--- src/rtl/reactive_io_pkg.sv ---
// Shared types and constants for the FlexiCores reactive I/O responder.
package reactive_io_pkg;

  typedef enum logic [4:0] {
    ST_START,
    ST_OTH_0,
    ST_OTH_1,
    ST_OTH_2,
    ST_X_ST,
    ST_L_ST,
    ST_R_ST,
    ST_ARR_0,
    ST_ARR_1,
    ST_ARR_2,
    ST_OP_0,
    ST_OP_1,
    ST_PAGE,
    ST_LOOP,
    ST_RET_0,
    ST_RET_1,
    ST_RET_2,
    ST_DONE
  } state_t;

  localparam logic [1:0] TOK_IDLE  = 2'd0;
  localparam logic [1:0] TOK_OPER  = 2'd1;
  localparam logic [1:0] TOK_OTHER = 2'd2;
  localparam logic [1:0] TOK_END   = 2'd3;

  localparam logic [7:0] BRANCH0_INSTR = 8'b1_000_0000;

  // Offsets of the scalar constants above the array region.
  localparam int CFG_X = 0;
  localparam int CFG_L = 1;
  localparam int CFG_R = 2;

endpackage

--- src/rtl/reactive_io_ctrl_cfg_mem.sv ---
// Configuration register file: array entries followed by the X, L and R constants.
module reactive_cfg_mem
  import reactive_io_pkg::*;
#(
  parameter int DATA_LEN  = 4,
  parameter int ARR_DEPTH = 8,
  parameter int AW        = $clog2(ARR_DEPTH),
  parameter int CW        = $clog2(ARR_DEPTH + 3)
) (
  input  logic                i_clk,
  input  logic                i_we,
  input  logic [CW-1:0]       i_addr,
  input  logic [DATA_LEN-1:0] i_wdata,
  input  logic [AW-1:0]       i_rd_idx,
  output logic [DATA_LEN-1:0] o_rd_data,
  output logic [DATA_LEN-1:0] o_x,
  output logic [DATA_LEN-1:0] o_l,
  output logic [DATA_LEN-1:0] o_r
);

  localparam int DEPTH = ARR_DEPTH + 3;
  localparam logic [CW-1:0] X_ADDR = CW'(ARR_DEPTH + CFG_X);
  localparam logic [CW-1:0] L_ADDR = CW'(ARR_DEPTH + CFG_L);
  localparam logic [CW-1:0] R_ADDR = CW'(ARR_DEPTH + CFG_R);

  logic [DATA_LEN-1:0] r_mem [DEPTH];
  logic                w_addr_ok;

  assign w_addr_ok = (32'(i_addr) < 32'(DEPTH));

  // Storage is deliberately unreset so configuration survives a core restart.
  always_ff @(posedge i_clk) begin
    if (i_we && w_addr_ok) begin
      r_mem[i_addr] <= i_wdata;
    end
  end

  assign o_rd_data = r_mem[CW'(i_rd_idx)];
  assign o_x       = r_mem[X_ADDR];
  assign o_l       = r_mem[L_ADDR];
  assign o_r       = r_mem[R_ADDR];

endmodule

--- src/rtl/reactive_io_ctrl.sv ---
// Token-protocol responder: feeds IPORT, sequences ROM pages and captures the result.
module reactive_io_ctrl
  import reactive_io_pkg::*;
#(
  parameter int DATA_LEN       = 4,
  parameter int PC_LEN         = 7,
  parameter int ARR_DEPTH      = 8,
  parameter int NUM_PAGES      = 2,
  parameter int PAGE_WRAP      = 0,
  parameter int HALT_ON_RETURN = 1
) (
  input  logic                           CLK,
  input  logic                           RST,
  input  logic [DATA_LEN-1:0]            OPORT,
  input  logic [PC_LEN-1:0]              PC,
  output logic [DATA_LEN-1:0]            IPORT,
  output logic [$clog2(NUM_PAGES)-1:0]   page_sel,
  output logic                           force_branch,
  input  logic                           cfg_we,
  input  logic [$clog2(ARR_DEPTH+3)-1:0] cfg_addr,
  input  logic [DATA_LEN-1:0]            cfg_wdata,
  output logic                           result_valid,
  output logic [DATA_LEN-1:0]            result_data,
  output logic                           result_found,
  output logic                           halted,
  output logic                           idx_err
);

  localparam int AW = $clog2(ARR_DEPTH);
  localparam int CW = $clog2(ARR_DEPTH + 3);
  localparam int PW = $clog2(NUM_PAGES);
  localparam logic [PW-1:0] LAST_PAGE = PW'(NUM_PAGES - 1);

  state_t              r_state;
  logic [DATA_LEN-1:0] r_iport;
  logic [PW-1:0]       r_page;
  logic                r_force;
  logic                r_valid;
  logic [DATA_LEN-1:0] r_rdata;
  logic                r_found;
  logic                r_halted;
  logic                r_idx_err;

  logic [1:0]          w_tok;
  logic                w_oob;
  logic [AW-1:0]       w_idx;
  logic [PW-1:0]       w_page_next;
  logic [DATA_LEN-1:0] w_arr_data;
  logic [DATA_LEN-1:0] w_x;
  logic [DATA_LEN-1:0] w_l;
  logic [DATA_LEN-1:0] w_r;

  assign w_tok = OPORT[1:0];
  assign w_oob = (32'(OPORT) >= 32'(ARR_DEPTH));
  assign w_idx = OPORT[AW-1:0];

  assign w_page_next = (r_page == LAST_PAGE) ? ((PAGE_WRAP != 0) ? '0 : r_page)
                                             : r_page + PW'(1);

  reactive_cfg_mem #(
    .DATA_LEN  (DATA_LEN),
    .ARR_DEPTH (ARR_DEPTH),
    .AW        (AW),
    .CW        (CW)
  ) u_cfg_mem (
    .i_clk     (CLK),
    .i_we      (cfg_we),
    .i_addr    (cfg_addr),
    .i_wdata   (cfg_wdata),
    .i_rd_idx  (w_idx),
    .o_rd_data (w_arr_data),
    .o_x       (w_x),
    .o_l       (w_l),
    .o_r       (w_r)
  );

  always_ff @(posedge CLK or posedge RST) begin
    if (RST) begin
      r_state   <= ST_START;
      r_iport   <= '0;
      r_page    <= '0;
      r_force   <= 1'b0;
      r_valid   <= 1'b0;
      r_rdata   <= '0;
      r_found   <= 1'b0;
      r_halted  <= 1'b0;
      r_idx_err <= 1'b0;
    end else begin
      r_valid <= 1'b0;
      case (r_state)
        ST_START: begin
          if (w_tok == TOK_OPER)       r_state <= ST_OP_0;
          else if (w_tok == TOK_OTHER) r_state <= ST_OTH_0;
        end
        ST_OTH_0: begin
          if (w_tok == TOK_IDLE)      r_state <= ST_OTH_2;
          else if (w_tok == TOK_OPER) r_state <= ST_OTH_1;
        end
        ST_OTH_1: begin
          if (w_tok == TOK_IDLE) begin
            r_state <= ST_L_ST;
            r_iport <= w_l;
          end else if (w_tok == TOK_OTHER) begin
            r_state <= ST_X_ST;
            r_iport <= w_x;
          end
        end
        ST_OTH_2: begin
          if (w_tok == TOK_OPER) begin
            r_state <= ST_R_ST;
            r_iport <= w_r;
          end else if (w_tok == TOK_OTHER) begin
            r_state <= ST_ARR_0;
          end
        end
        ST_X_ST, ST_L_ST, ST_R_ST, ST_ARR_2, ST_RET_2, ST_LOOP: begin
          if (w_tok == TOK_END) r_state <= ST_START;
        end
        ST_ARR_0: r_state <= ST_ARR_1;
        ST_ARR_1: begin
          r_state <= ST_ARR_2;
          if (w_oob) begin
            r_iport   <= '0;
            r_idx_err <= 1'b1;
          end else begin
            r_iport <= w_arr_data;
          end
        end
        ST_OP_0: begin
          if (w_tok == TOK_OTHER) r_state <= ST_OP_1;
        end
        ST_OP_1: begin
          if (w_tok == TOK_IDLE) begin
            r_state <= ST_PAGE;
            r_force <= 1'b1;
          end else if (w_tok == TOK_OPER) begin
            r_state <= ST_RET_0;
          end
        end
        // The core is held on BRANCH 0 until its PC lands on zero.
        ST_PAGE: begin
          if (PC == '0) begin
            r_state <= ST_LOOP;
            r_force <= 1'b0;
            r_page  <= w_page_next;
          end
        end
        ST_RET_0: r_state <= ST_RET_1;
        ST_RET_1: begin
          r_rdata <= OPORT;
          r_found <= (OPORT != '1);
          r_valid <= 1'b1;
          if (HALT_ON_RETURN != 0) begin
            r_state  <= ST_DONE;
            r_halted <= 1'b1;
          end else begin
            r_state <= ST_RET_2;
          end
        end
        ST_DONE: r_state <= ST_DONE;
        default: r_state <= ST_START;
      endcase
    end
  end

  assign IPORT        = r_iport;
  assign page_sel     = r_page;
  assign force_branch = r_force;
  assign result_valid = r_valid;
  assign result_data  = r_rdata;
  assign result_found = r_found;
  assign halted       = r_halted;
  assign idx_err      = r_idx_err;

endmodule

--- config.mk ---
export PLATFORM = sky130hd
export DESIGN_NAME = reactive_io_ctrl
export DESIGN_NICKNAME = d
export VERILOG_FILES = /design/src/rtl/reactive_io_pkg.sv /design/src/rtl/reactive_io_ctrl_cfg_mem.sv /design/src/rtl/reactive_io_ctrl.sv
export SDC_FILE = /design/constraint.sdc
export NUM_CORES = 1
export LEC_CHECK = 0
export ABC_AREA = 1
export CORE_MARGIN = 2
export CORE_UTILIZATION = 25
export CTS_CLUSTER_DIAMETER = 100
export DETAILED_ROUTE_END_ITERATION = 7
export GPL_ROUTABILITY_DRIVEN = 0
export PLACE_DENSITY_LB_ADDON = 0.25
export SYNTH_ARGS = -nofsm -noshare
export SYNTH_HDL_FRONTEND = slang
export SYNTH_SLANG_ARGS = --single-unit
export TNS_END_PERCENT = 50
--- constraint.sdc ---
create_clock -name CLK -period 2.1 [get_ports CLK]
set_input_delay 0.42 -clock CLK [delete_from_list [all_inputs] [get_ports CLK]]
set_output_delay 0.42 -clock CLK [all_outputs]
set_load 0.01 [all_outputs]
# Word-level counts from Yosys, hierarchy flattened
# Memory sizes are Yosys's and may differ from the RTL's.
# Index checks and enable logic that the tools add are counted.
# totals
register_bits	19
ram_bits	44
inputBits	22
output_inout_bits	14
wordCells	83
mem_count	1
# op_classes
addsub	1
n_lt_le_gt_ge	2
eq_ne	31
n_mux	26
reduce_logical	13
# mem_list
name	depth	word_bits	read_ports	rd_clocked_by_memory_dff	write_ports	line_no	source
u_cfg_mem.r_mem	11	4	4	0	1	reactive_io_ctrl_cfg_mem.sv:26	logic [DATA_LEN-1:0] r_mem [DEPTH];
# op_table
operator	count
5-bit two-way mux	13
5-bit one-hot mux with 12 select lines	1
5-bit by 4-bit == test with 1-bit output, second input constant	8
5-bit by 3-bit == test with 1-bit output, second input constant	4
4-bit two-way mux	4
3-bit != test, second input constant	5
4-bit one-hot mux with 3 select lines	1
5-bit by 2-bit == test with 1-bit output, second input constant	2
5-bit == test, second input constant	2
2-bit != test, second input constant	5
8-bit AND reduction	1
7-bit logical NOT	1
1-bit two-way mux	6
3-bit AND reduction	2
6-bit OR reduction	1
5-bit by 1-bit == test with 1-bit output, second input constant	1
5-bit logical NOT	1
2-bit == test, second input constant	2
4-bit >= comparator, second input constant	1
4-bit less-than comparator, second input constant	1
4-bit != test, second input constant	1
2-bit AND reduction	2
3-bit nonzero test	1
2-bit by 1-bit == test with 1-bit output, second input constant	1
6 further kinds	6

# Logic depth before layout (Yosys ltp)
# logic_depth
word_depth	4
depth_mapped	12
mapped_depth_nobuf	10

# By module
# A second synthesis with hierarchy kept.
# hier_totals
cells_unflattened	392
area_unflattened_um2	3320.7
# by_module_without_submodules
module	n_inst	cells_per_inst	area_each_um2	seq_area_each_um2
reactive_cfg_mem	1	185	1921.8	1321.3
reactive_io_ctrl	1	207	1398.8	475.5

# Worst setup path before layout
# Ideal clock, no wire load.
# synth_path
path_type	in2reg
startpoint	in OPORT[0]
endpoint	reg r_state[0]
setup_ps	116
t_arrival_ps	1876
required_time_ps	1984
path_slack_ps	107
stages	12
n_path_buf	3
path_cell_list	buf_2 > inv_1 > buf_2 > ha_1 > clkbuf_1 > inv_1 > nand4_2 > nand2_2 > nor2_4 > nand2_4 > nand2_1 > nand2_1
# synth_via
elab_chain_len	3
word_cells_on_any_way	18
classes_between	eq/ne (10); mux (6); reduce/logical (2)
# synth_lines
element	line_no	source
start: declaration	reactive_io_ctrl.sv:14	input logic [DATA_LEN-1:0] OPORT,
2-bit by 1-bit == test with 1-bit output (tied with other cells)	n/a	
5-bit two-way mux (tied with other cells)	reactive_io_ctrl.sv:109	if (w_tok == TOK_OPER) begin
5-bit one-hot mux with 12 select lines or 8-bit AND reduction (tied branches)	n/a	
end signal: assignment	reactive_io_ctrl.sv:92	if (w_tok == TOK_OPER) r_state <= ST_OP_0;
end signal: assignment	reactive_io_ctrl.sv:93	else if (w_tok == TOK_OTHER) r_state <= ST_OTH_0;
end signal: assignment	reactive_io_ctrl.sv:97	else if (w_tok == TOK_OPER) r_state <= ST_OTH_1;
end: declaration	reactive_io_ctrl.sv:34	state_t r_state;
# Parallel ways exist; a longest one is shown, timed or not.
# A chain may end at the register's enable or synchronous reset.

# Final worst setup path
# layout_path
startpoint	in OPORT[1]
endpoint	reg r_state[0]
# Same word-level chain as after synthesis.

==> run metrics <==
status=completed; Nets=410; Crit path max-delay family=buffers and inverters; post-route ant nets=0; Buffers on Ports=35; Worst-path clk slew=~0.060 ns; Post-CTS Hold Buffers=0; Async SR Flop Fraction=between 30 and 40%; Design Power=4.45 mW; Remaining DRCs=0; wire length on met1=between 3 and 4 mm; clk_skew=roughly 0.0050 ns; die footprint=about 0.013 sq mm; register area=~0.0018 sq mm; Multi-input gate area=about 0.0011 sq mm; drt wl/cell=13.5 um; Slew headroom=70.4%; met3 WL=320 um; setup TNS=0 ns; CTS Buf Count=9; flop and latch count out of synthesis=63; mapped cell area=about 0.003 sq mm; Leakage=approximately 1.6 nW; CP endpoint kind=register; Antenna Cells=0; PwrDens=1120 mW/mm^2; Crit path depth=10; reg2reg path depth=6; Post-Layout Inst Area=0.00396 sq mm; Clock Tree Buf Depth=2; Worst VDD drop=between 0.0004 and 0.0005 V; Most common cell on crit path=nand2_1; top cells by instance count after synthesis=75 x nand2_1, 72 x nor2_1, 44 x edfxtp_1; Reg-to-Reg Start=r_state[3]$_DFFE_PP0P_; post-synth top area share=between 40% and 50%; Fill cells=about 1300; Final Hold Viols=0; Synth Net Count=358; largest net degree at the start of global routing=20; Max Used Layer=met4; EDFF count, synth=44; placed cell areas=between 0.003 and 0.004 sq mm; post-synth top area cell=edfxtp_1; max-cap viol count=0; Buffers & Inverters on Critical Path=3; share of cells above drive strength 1=14.4%; DR WL met2=between 3 and 4 mm; fin. max-slew vios=0; IO Pins=36; TritonCTS clock tree=yes; initial DRC count=122; Cell variety after synth=30; final worst-path cycle share=82.9%; H-Tree Depth=3; Mapped Cells=between 300 and 400; Hold Crit Class=in2async; GRT Overall Usage=roughly an eighth; total wire length=7.22 mm; fmax=between 0.5 and 0.6 GHz; CP Data Required Time=about 2.3 ns; Tightest Pin Transition=roughly 0.44 ns; PostCTS Resize Cnt=0; crit-path max cell delay=~0.53 ns; yosys warns=0; hpwl dp=5.46 mm; vias in the first global route=2511; Post-CTS Setup Inserts=0; Overflow after GRT=0; Sink Count=63; Tmin final=about 1.7 ns; CP Class=in2reg; data arrival time of the worst path=between 1.5 and 2 ns; Synth-to-Final Area Change=28.9%; core area=between 0.01 and 0.015 sq mm; drt pass-1 iters=4; RSZ-0062 raised after global routing=no; crit path from=OPORT[1]; CP max FO=5; antenna violations before repair=0; crit path launch type=input port; Die X=approximately 110 um; CP Cell Sequence=clkdlybuf4s50_1, clkinv_1, ha_1, inv_1, nand2_1, nand2_1, nor2_2, nand2_4, nand2_1, nand2_1; Initial Utilization=roughly a quarter; most common cell in the netlist=nand2_1; ranking of synthesized cells by area=edfxtp_1 43%, dfrtp_1 15%, nand2_1 9.2%, nor2_1 8.8%, nand3_1 4.7%; clock root cell=clkbuf_16; setup violators final=0; Chip Height=roughly 110 um; commonest register cell after synthesis=edfxtp_1; vias per cell=roughly 4.4; Worst-Skew Late Latency=roughly 0.33 ns; routed vias=2382; slowest cell on the critical path=clkdlybuf4s50_1; # rows=40; post-synthesis sequential area ratio=slightly below 60%; syn avg cell area=between 9 and 10 sq um; first-pass GRT wire length=roughly 12 mm
==> worst register-to-register path: stages (launching register included) <==
cell	delay [ns]
dfrtp_1	0.48
inv_1	0.13
nor2_4	0.17
nand3_2	0.18
nor2_1	0.29
nand3_1	0.13
a21oi_1	0.16
==> final cells by class <==
| cell class | count | area share, % |
|---|---|---|
| Sequential cell | 63 | 45.4 |
| Timing Repair Buffer | 48 | 11.3 |
| Clock inverter | 6 | 1.74 |
| Inverter | 22 | 2.09 |
| Multi-Input combinational cell | 240 | 29.0 |
| Tap cell | 147 | 4.65 |
| Clock buffer | 10 | 5.78 |
==> final timing paths <==
| path | to | slack (ns) |
|---|---|---|
| setup / recovery | r_state[0]$_DFFE_PP0P_ | 0.36 |
| hold / removal | r_state[1]$_DFFE_PP0P_ | 0.41 |
| setup reg to reg | IPORT[2]$_DFFE_PP0P_ | 0.47 |
| hold reg to reg | halted$_DFFE_PP0P_ | 0.47 |
| max in group asynchronous | r_state[3]$_DFFE_PP0P_ | 1.48 |
| min in group CLK | halted$_DFFE_PP0P_ | 0.47 |
==> layout by cell type (no fill, tap or decap), types with 2 or more instances in the layout <==
| cell | count |
|---|---|
| inv_2 | 4 |
| nor2_4 | 6 |
| nand3_2 | 4 |
| clkbuf_16 | 9 |
| nand2_1 | 75 |
| inv_6 | 2 |
| inv_1 | 17 |
| nor3_1 | 2 |
| dfrtp_1 | 19 |
| edfxtp_1 | 44 |
| buf_4 | 13 |
| o21bai_1 | 2 |
| clkdlybuf4s50_1 | 35 |
| nor2_1 | 72 |
| a21oi_1 | 6 |
| nand3_1 | 29 |
| ha_1 | 4 |
| nand2_2 | 8 |
| nor2_2 | 2 |
| o21ai_0 | 21 |
==> power breakdown <==
| group | leakage, nW | internal, mW | switching (mW) |
|---|---|---|---|
| clock | 0.143 | 0.926 | 0.548 |
| sequential | 0.617 | 1.49 | 0.128 |
| combinational | 0.880 | 0.563 | 0.795 |
==> sequential cells by signal (all words and copies together), names as in the netlist <==
| register | count |
|---|---|
| IPORT | 4 |
| force_branch | 1 |
| halted | 1 |
| idx_err | 1 |
| page_sel | 1 |
| r_state | 5 |
| result_data | 4 |
| result_found | 1 |
| result_valid | 1 |
| u_cfg_mem.r_mem | 44 |
==> per-layer routing <==
metal	global-route usage, %	vias up
met5	0	-
met4	4.18	0
met3	3.48	12
met2	20.9	55
met1	13.2	1113
li1	-	1202
==> per-stage QoR <==
| stage | hold WS, ns | utilization, % | setup WS, ns | instances |
|---|---|---|---|---|
| after floorplan | 0.371 | - | 0.107 | 332 |
| after global placement | 0.459 | 30.5 | 0.0510 | 520 |
| after detailed placement | 0.459 | 30.5 | 0.0213 | 520 |
| after CTS | 0.421 | 33.0 | 0.356 | 536 |
| after global routing | 0.478 | 33.0 | 0.194 | 536 |
| final | 0.413 | 33.0 | 0.360 | 536 |
==> logic make-up after synthesis <==
kind of cell,Yosys count,synth area share (%)
AO/OA/AOI/OAI,32,5.62
adder cells (fa/ha/maj),4,1.63
buffers and inverters,29,4.07
flip-flops,63,58.5
AND/OR/NAND/NOR,204,30.2
(Power assumes the default switching activity.)
